**src/rtl/rv32i_types.sv**
```systemverilog
// Shared RV32I pipeline types: the decoded instruction-queue entry and its default depth.
// Other pipeline blocks import this package; the queue only consumes these definitions.
package rv32i_types;

    localparam int IQ_DEPTH = 8;

    typedef struct packed {
        logic [31:0] inst;
        logic [31:0] pc;
        logic [63:0] order;
        logic        valid;
    } iq_entry_t;

endpackage

```
**src/rtl/iq_ptr_ctr.sv**
```systemverilog
// Wrap-bit FIFO pointer: increments by one, clears synchronously.
// Latency: new value visible the cycle after the edge. No backpressure (caller gates inc_i).
// Backpressure: none; the owning queue decides when to advance.
module iq_ptr_ctr #(
    parameter int W = 4
) (
    input  logic         clk,
    input  logic         rst,
    input  logic         clr_i,
    input  logic         inc_i,
    output logic [W-1:0] ptr_o
);

    logic [W-1:0] ptr_q;
    logic [W-1:0] ptr_d;

    // Clear beats increment so a redirect never leaves a half-advanced pointer.
    always_comb begin
        ptr_d = ptr_q;
        if (clr_i) begin
            ptr_d = '0;
        end else if (inc_i) begin
            ptr_d = ptr_q + W'(1);
        end
    end

    always_ff @(posedge clk) begin
        if (rst) begin
            ptr_q <= '0;
        end else begin
            ptr_q <= ptr_d;
        end
    end

    assign ptr_o = ptr_q;

endmodule

```
**src/rtl/inst_queue.sv**
```systemverilog
// Fetch-to-issue instruction FIFO, first-word fall-through; flush empties it in one cycle.
// Latency: 1 cycle enqueue-to-visible (0 with IQ_BYPASS_EN on an empty queue).
// Backpressure: registered full/empty/count; enq while full is dropped, deq while empty ignored.
module inst_queue
    import rv32i_types::*;
#(
    parameter int DEPTH = IQ_DEPTH
) (
    input  logic                     clk,
    input  logic                     rst,
    input  logic                     flush,
    input  logic                     enq,
    input  iq_entry_t                enq_data,
    output logic                     full,
    input  logic                     deq,
    output logic                     deq_valid,
    output iq_entry_t                deq_data,
    output logic                     empty,
    output logic [$clog2(DEPTH):0]   count
);

    localparam int IW = $clog2(DEPTH);
    localparam int PW = IW + 1;

    logic [PW-1:0] head_ptr;
    logic [PW-1:0] tail_ptr;
    logic          enq_acc;
    logic          deq_acc;
    logic          byp_vld;
    logic          byp_take;

    iq_entry_t mem_q [DEPTH];

    // Status derives only from the registered pointers, keeping fetch stall off the issue path.
    always_comb begin
        empty = (head_ptr == tail_ptr);
        full  = (head_ptr[IW-1:0] == tail_ptr[IW-1:0]) && (head_ptr[IW] != tail_ptr[IW]);
        count = tail_ptr - head_ptr;
    end

`ifdef IQ_BYPASS_EN
    always_comb begin
        byp_vld  = empty && enq && !flush && !rst;
        byp_take = byp_vld && deq;
    end
`else
    always_comb begin
        byp_vld  = 1'b0;
        byp_take = 1'b0;
    end
`endif

    always_comb begin
        enq_acc = enq && !full && !flush && !byp_take;
        deq_acc = deq && !empty && !flush;
    end

    iq_ptr_ctr #(.W(PW)) u_head (
        .clk   (clk),
        .rst   (rst),
        .clr_i (flush),
        .inc_i (deq_acc),
        .ptr_o (head_ptr)
    );

    iq_ptr_ctr #(.W(PW)) u_tail (
        .clk   (clk),
        .rst   (rst),
        .clr_i (flush),
        .inc_i (enq_acc),
        .ptr_o (tail_ptr)
    );

    always_ff @(posedge clk) begin
        if (enq_acc) begin
            mem_q[tail_ptr[IW-1:0]] <= enq_data;
        end
    end

    // Empty queue shows all-zero data so a stale slot can never look valid downstream.
    always_comb begin
        deq_valid = !empty || byp_vld;
        deq_data  = '0;
        if (byp_vld) begin
            deq_data = enq_data;
        end else if (!empty) begin
            deq_data = mem_q[head_ptr[IW-1:0]];
        end
    end

endmodule

```
**config.mk**
```make
export PLATFORM = sky130hd
export DESIGN_NAME = inst_queue
export DESIGN_NICKNAME = d
export VERILOG_FILES = /design/src/rtl/rv32i_types.sv /design/src/rtl/iq_ptr_ctr.sv /design/src/rtl/inst_queue.sv
export SDC_FILE = /design/constraint.sdc
export NUM_CORES = 1
export LEC_CHECK = 0
export BUFFER_PORTS_ARGS = -buffer_cell sky130_fd_sc_hd__buf_2
export CAP_MARGIN = 20
export CELL_PAD_IN_SITES_DETAIL_PLACEMENT = 0
export CELL_PAD_IN_SITES_GLOBAL_PLACEMENT = 1
export CORE_ASPECT_RATIO = 1.75
export CORE_UTILIZATION = 30
export DETAILED_ROUTE_END_ITERATION = 10
export HOLD_SLACK_MARGIN = 0.05
export PLACE_DENSITY = 0.52
export SYNTH_ARGS = -nofsm -noshare
export SYNTH_HDL_FRONTEND = slang
export SYNTH_SLANG_ARGS = --single-unit
```
**constraint.sdc**
```tcl
create_clock -name clk -period 23 [get_ports clk]
set_input_delay 1.15 -clock clk [delete_from_list [all_inputs] [get_ports clk]]
set_output_delay 1.15 -clock clk [all_outputs]
set_load 0.1 [all_outputs]
```
==> summary.md <==
| Metric | Value |
|---|---|
| CP Launch Type | flop |
| Top post-synthesis cells by area | edfxtp_1 79%, mux4_2 15%, a22o_1 2.9% |
| Max-slew headroom | 0.293 |
| Post-CTS sizing | 0 |
| Seq cells post-synth | 1043 |
| Max-cap viol count | 0 |
| Post-synth cell types | 33 |
| Placed Instances | 3484 |
| Final WL | roughly 91000 um |
| First-pass GRT wire length | between 100000 and 150000 um |
| Vias in the first global route | 19800 |
| CTS root buf | clkbuf_16 |
| Die Span Y | 480 um |
| Hpwl dp | roughly 48000 um |
| Number of primary I/O pins | 270 |
| Reg2reg path depth | 8 |
| Nets@finish | 2046 |
| Setup-failing EPs final | 0 |
| # DRC | 0 |
| Status | finished clean |
| Share of the synthesized area in the top cell type | 0.790 |
| PD cells | 87.2 nW/um2 |
| Total gr overflow | 0 |
| Critical path required time | 21.85 ns |
| # clock sinks | 1043 |
| Async set or reset register ratio after synthesis | 0 |
| Most common cell in the netlist | edfxtp_1 |
| Largest net degree at the start of global routing | between 100 and 150 |
| Synth top cells by count | 1032 x edfxtp_1, 258 x mux4_2, 129 x a22o_1 |
| Crit Path Class | flop to output port |
| Clk network pwr share | 0.417 |
| Gpl congestion | 0.679 |
| DR pass1 iterations | 4 |
| Top FF cell, synth | edfxtp_1 |
| Worst Slack Setup Final | 17.07 ns |
| Setup Buffers After CTS | 0 |
| CP Capture Type | output port |
| Die area | 132000 um2 |
| Minimum setup slack after placement | ~18 ns |
| Layout cells sized above 1 | 0.365 |
| CORE AREA | 130000 um2 |
| Chip width | ~280 um |
| Final clock skew | 0.0195 ns |
| Via density | 4.84 |
| P_int | 3.12 mW |
| Total CTS buffers | 100 |
| Net Sw Frac | 0.219 |
| Pleak | around 14 nW |
| Worst Max-Slew Pin Slew | about 1.1 ns |
| Initial Util | 0.302 |
| Logic gate share of total power | 0.054 |
| Setup TNS after final layout | 0 ns |
| Sequential fraction of the synthesis area | 0.795 |
| Syn_nets | approximately 1700 |
| CTS tree | built |
| Total track usage | 0.137 |
| Register-to-register setup slack | 18.58 ns |
| Post-synth EDFFs | 1032 |
| Minimum clock period | 5.93 ns |
| CTS H-tree lvls | 3 |
| Max Fclk | 169 MHz |
| Area delta synth->final | 16.6% |
| Arrival time at the worst endpoint | 4.78 ns |
| Hold-fix buffer count after cts | 0 |
| Rows | approximately 180 |
| Switching pwr | 873 uW |
| Fill count | 12000 |
| Synth warnings | 0 |
| Max VDD drop | 66.0 uV |
| Clk slew on worst S/H paths | 0.06 ns |
| Hold Vio Cnt, Final | 0 |
| DRT iter0 DRCs | 930 |
| Count of pins over their slew limit | 0 |
| Hold Path Stages | 2 |
| Final ANT Viol Nets | 0 |
| Sequential share of power | 0.529 |
| Max clock buf depth | 3 |
| # port buffers | about 270 |
| Critical Path Fanout Max | 48 |
| Finished Layout Cells | 3667 |
| Type of the tightest min-delay check | flop to flop |
| Synth Cell Area | just under 40000 um2 |
| Antenna violations before repair | 23 |
| RSZ-0062 raised after global routing | no |
| Via count | 17700 |
| Tcrit/Tclk final | 0.258 |
| Post-Syn Instances | between 1500 and 2000 |
| Cell taking the most area after synthesis | edfxtp_1 |
| Clock Latency Late Sink | 0.68 ns |
| Wire per inst | 24.7 um |
| Syn Area/Cell | 24.7 um2 |
## metal layers
| layer | vias to the layer above | track usage | wire length (um) |
|---|---|---|---|
| li1 | 7537 | - | - |
| met1 | 9574 | 0.164 | 36500 |
| met2 | 432 | 0.238 | 46200 |
| met3 | 168 | 0.0378 | 5650 |
| met4 | 32 | 0.0414 | 2000 |
| met5 | - | 0 | 185 |
## final timing paths
check / from / to
hold / removal: u_head.ptr_o[2] / u_head.ptr_o[2]
hold reg to reg: u_head.ptr_o[2] / u_head.ptr_o[2]
setup reg to reg: u_tail.ptr_o[0] / mem_q[0][52]
setup / recovery: flop / deq_data[22]
## logic make-up after synthesis
group	count (synthesis)	share of synthesized area
fa+ha+maj	6	0.00210
compound gates	141	0.0304
simple gates	32	0.00450
mux	260	0.149
xor+xnor	8	0.00217
buf+inv	97	0.0171
flops	1043	0.795
## power groups by stage
stage / clock, mW / sequential, mW / combinational [mW]
after CTS: 1.72 / 2.11 / 0.220
after detailed placement: 0 / 2.15 / 0.220
after floorplan: 0 / 2.15 / 0.154
after global placement: 0 / 2.15 / 0.216
final: 1.66 / 2.11 / 0.216
after global routing: 1.78 / 2.11 / 0.228
## cell usage in the layout (no fill, tap or decap), types with 3 or more instances in the layout
| cell type | n |
|---|---|
| edfxtp_1 | 1032 |
| buf_2 | 269 |
| mux4_2 | 258 |
| a22o_1 | 129 |
| clkbuf_16 | 101 |
| buf_4 | 30 |
| clkinv_1 | 20 |
| clkinv_2 | 17 |
| bufinv_16 | 14 |
| clkbuf_1 | 14 |
| inv_1 | 10 |
| nor2_1 | 9 |
| dfxtp_1 | 9 |
| a21oi_1 | 6 |
| xnor2_1 | 5 |
| o21ai_0 | 5 |
| ha_1 | 5 |
| nor2_4 | 4 |
| nor3_2 | 4 |
| clkinv_4 | 4 |
| clkinvlp_4 | 4 |
| buf_12 | 4 |
| nand3_1 | 3 |
| or3_1 | 3 |
## critical path, stage by stage (launching register included)
cell,delay (ns)
dfxtp_4,1.01
buf_4,0.90
buf_4,0.85
mux4_2,0.60
a22o_1,0.29
buf_2,0.32
## stage by stage
step                utilization  hold WS [ns]  power (mW)  instance area, um2
floorplan                     -         0.502        2.31               39200
global placement          0.327         0.549        2.37               42400
detailed placement        0.327         0.549        2.37               42400
CTS                       0.352         0.558        4.05               45700
global route              0.352         0.610        4.12               45800
finish                    0.352         0.557        3.99               45800
## final cells by class
cell class                      count  area (um2)  share of cell area
Antenna cell                        2        5.00            0.000109
Clock inverter                     65         727              0.0159
Sequential cell                  1043       31200               0.682
Clock buffer                      115        2580              0.0564
Timing Repair Buffer              304        1680              0.0367
Tap cell                         1681        2100              0.0460
Inverter                           10        37.5            0.000820
Multi-Input combinational cell    447        7410               0.162
## registers in the layout, indices dropped and copies added (netlist names), named ones only
register and count:
mem_q 1032, u_head.ptr_o 4, u_tail.ptr_o 4
Power figures use the tool's default switching activity.
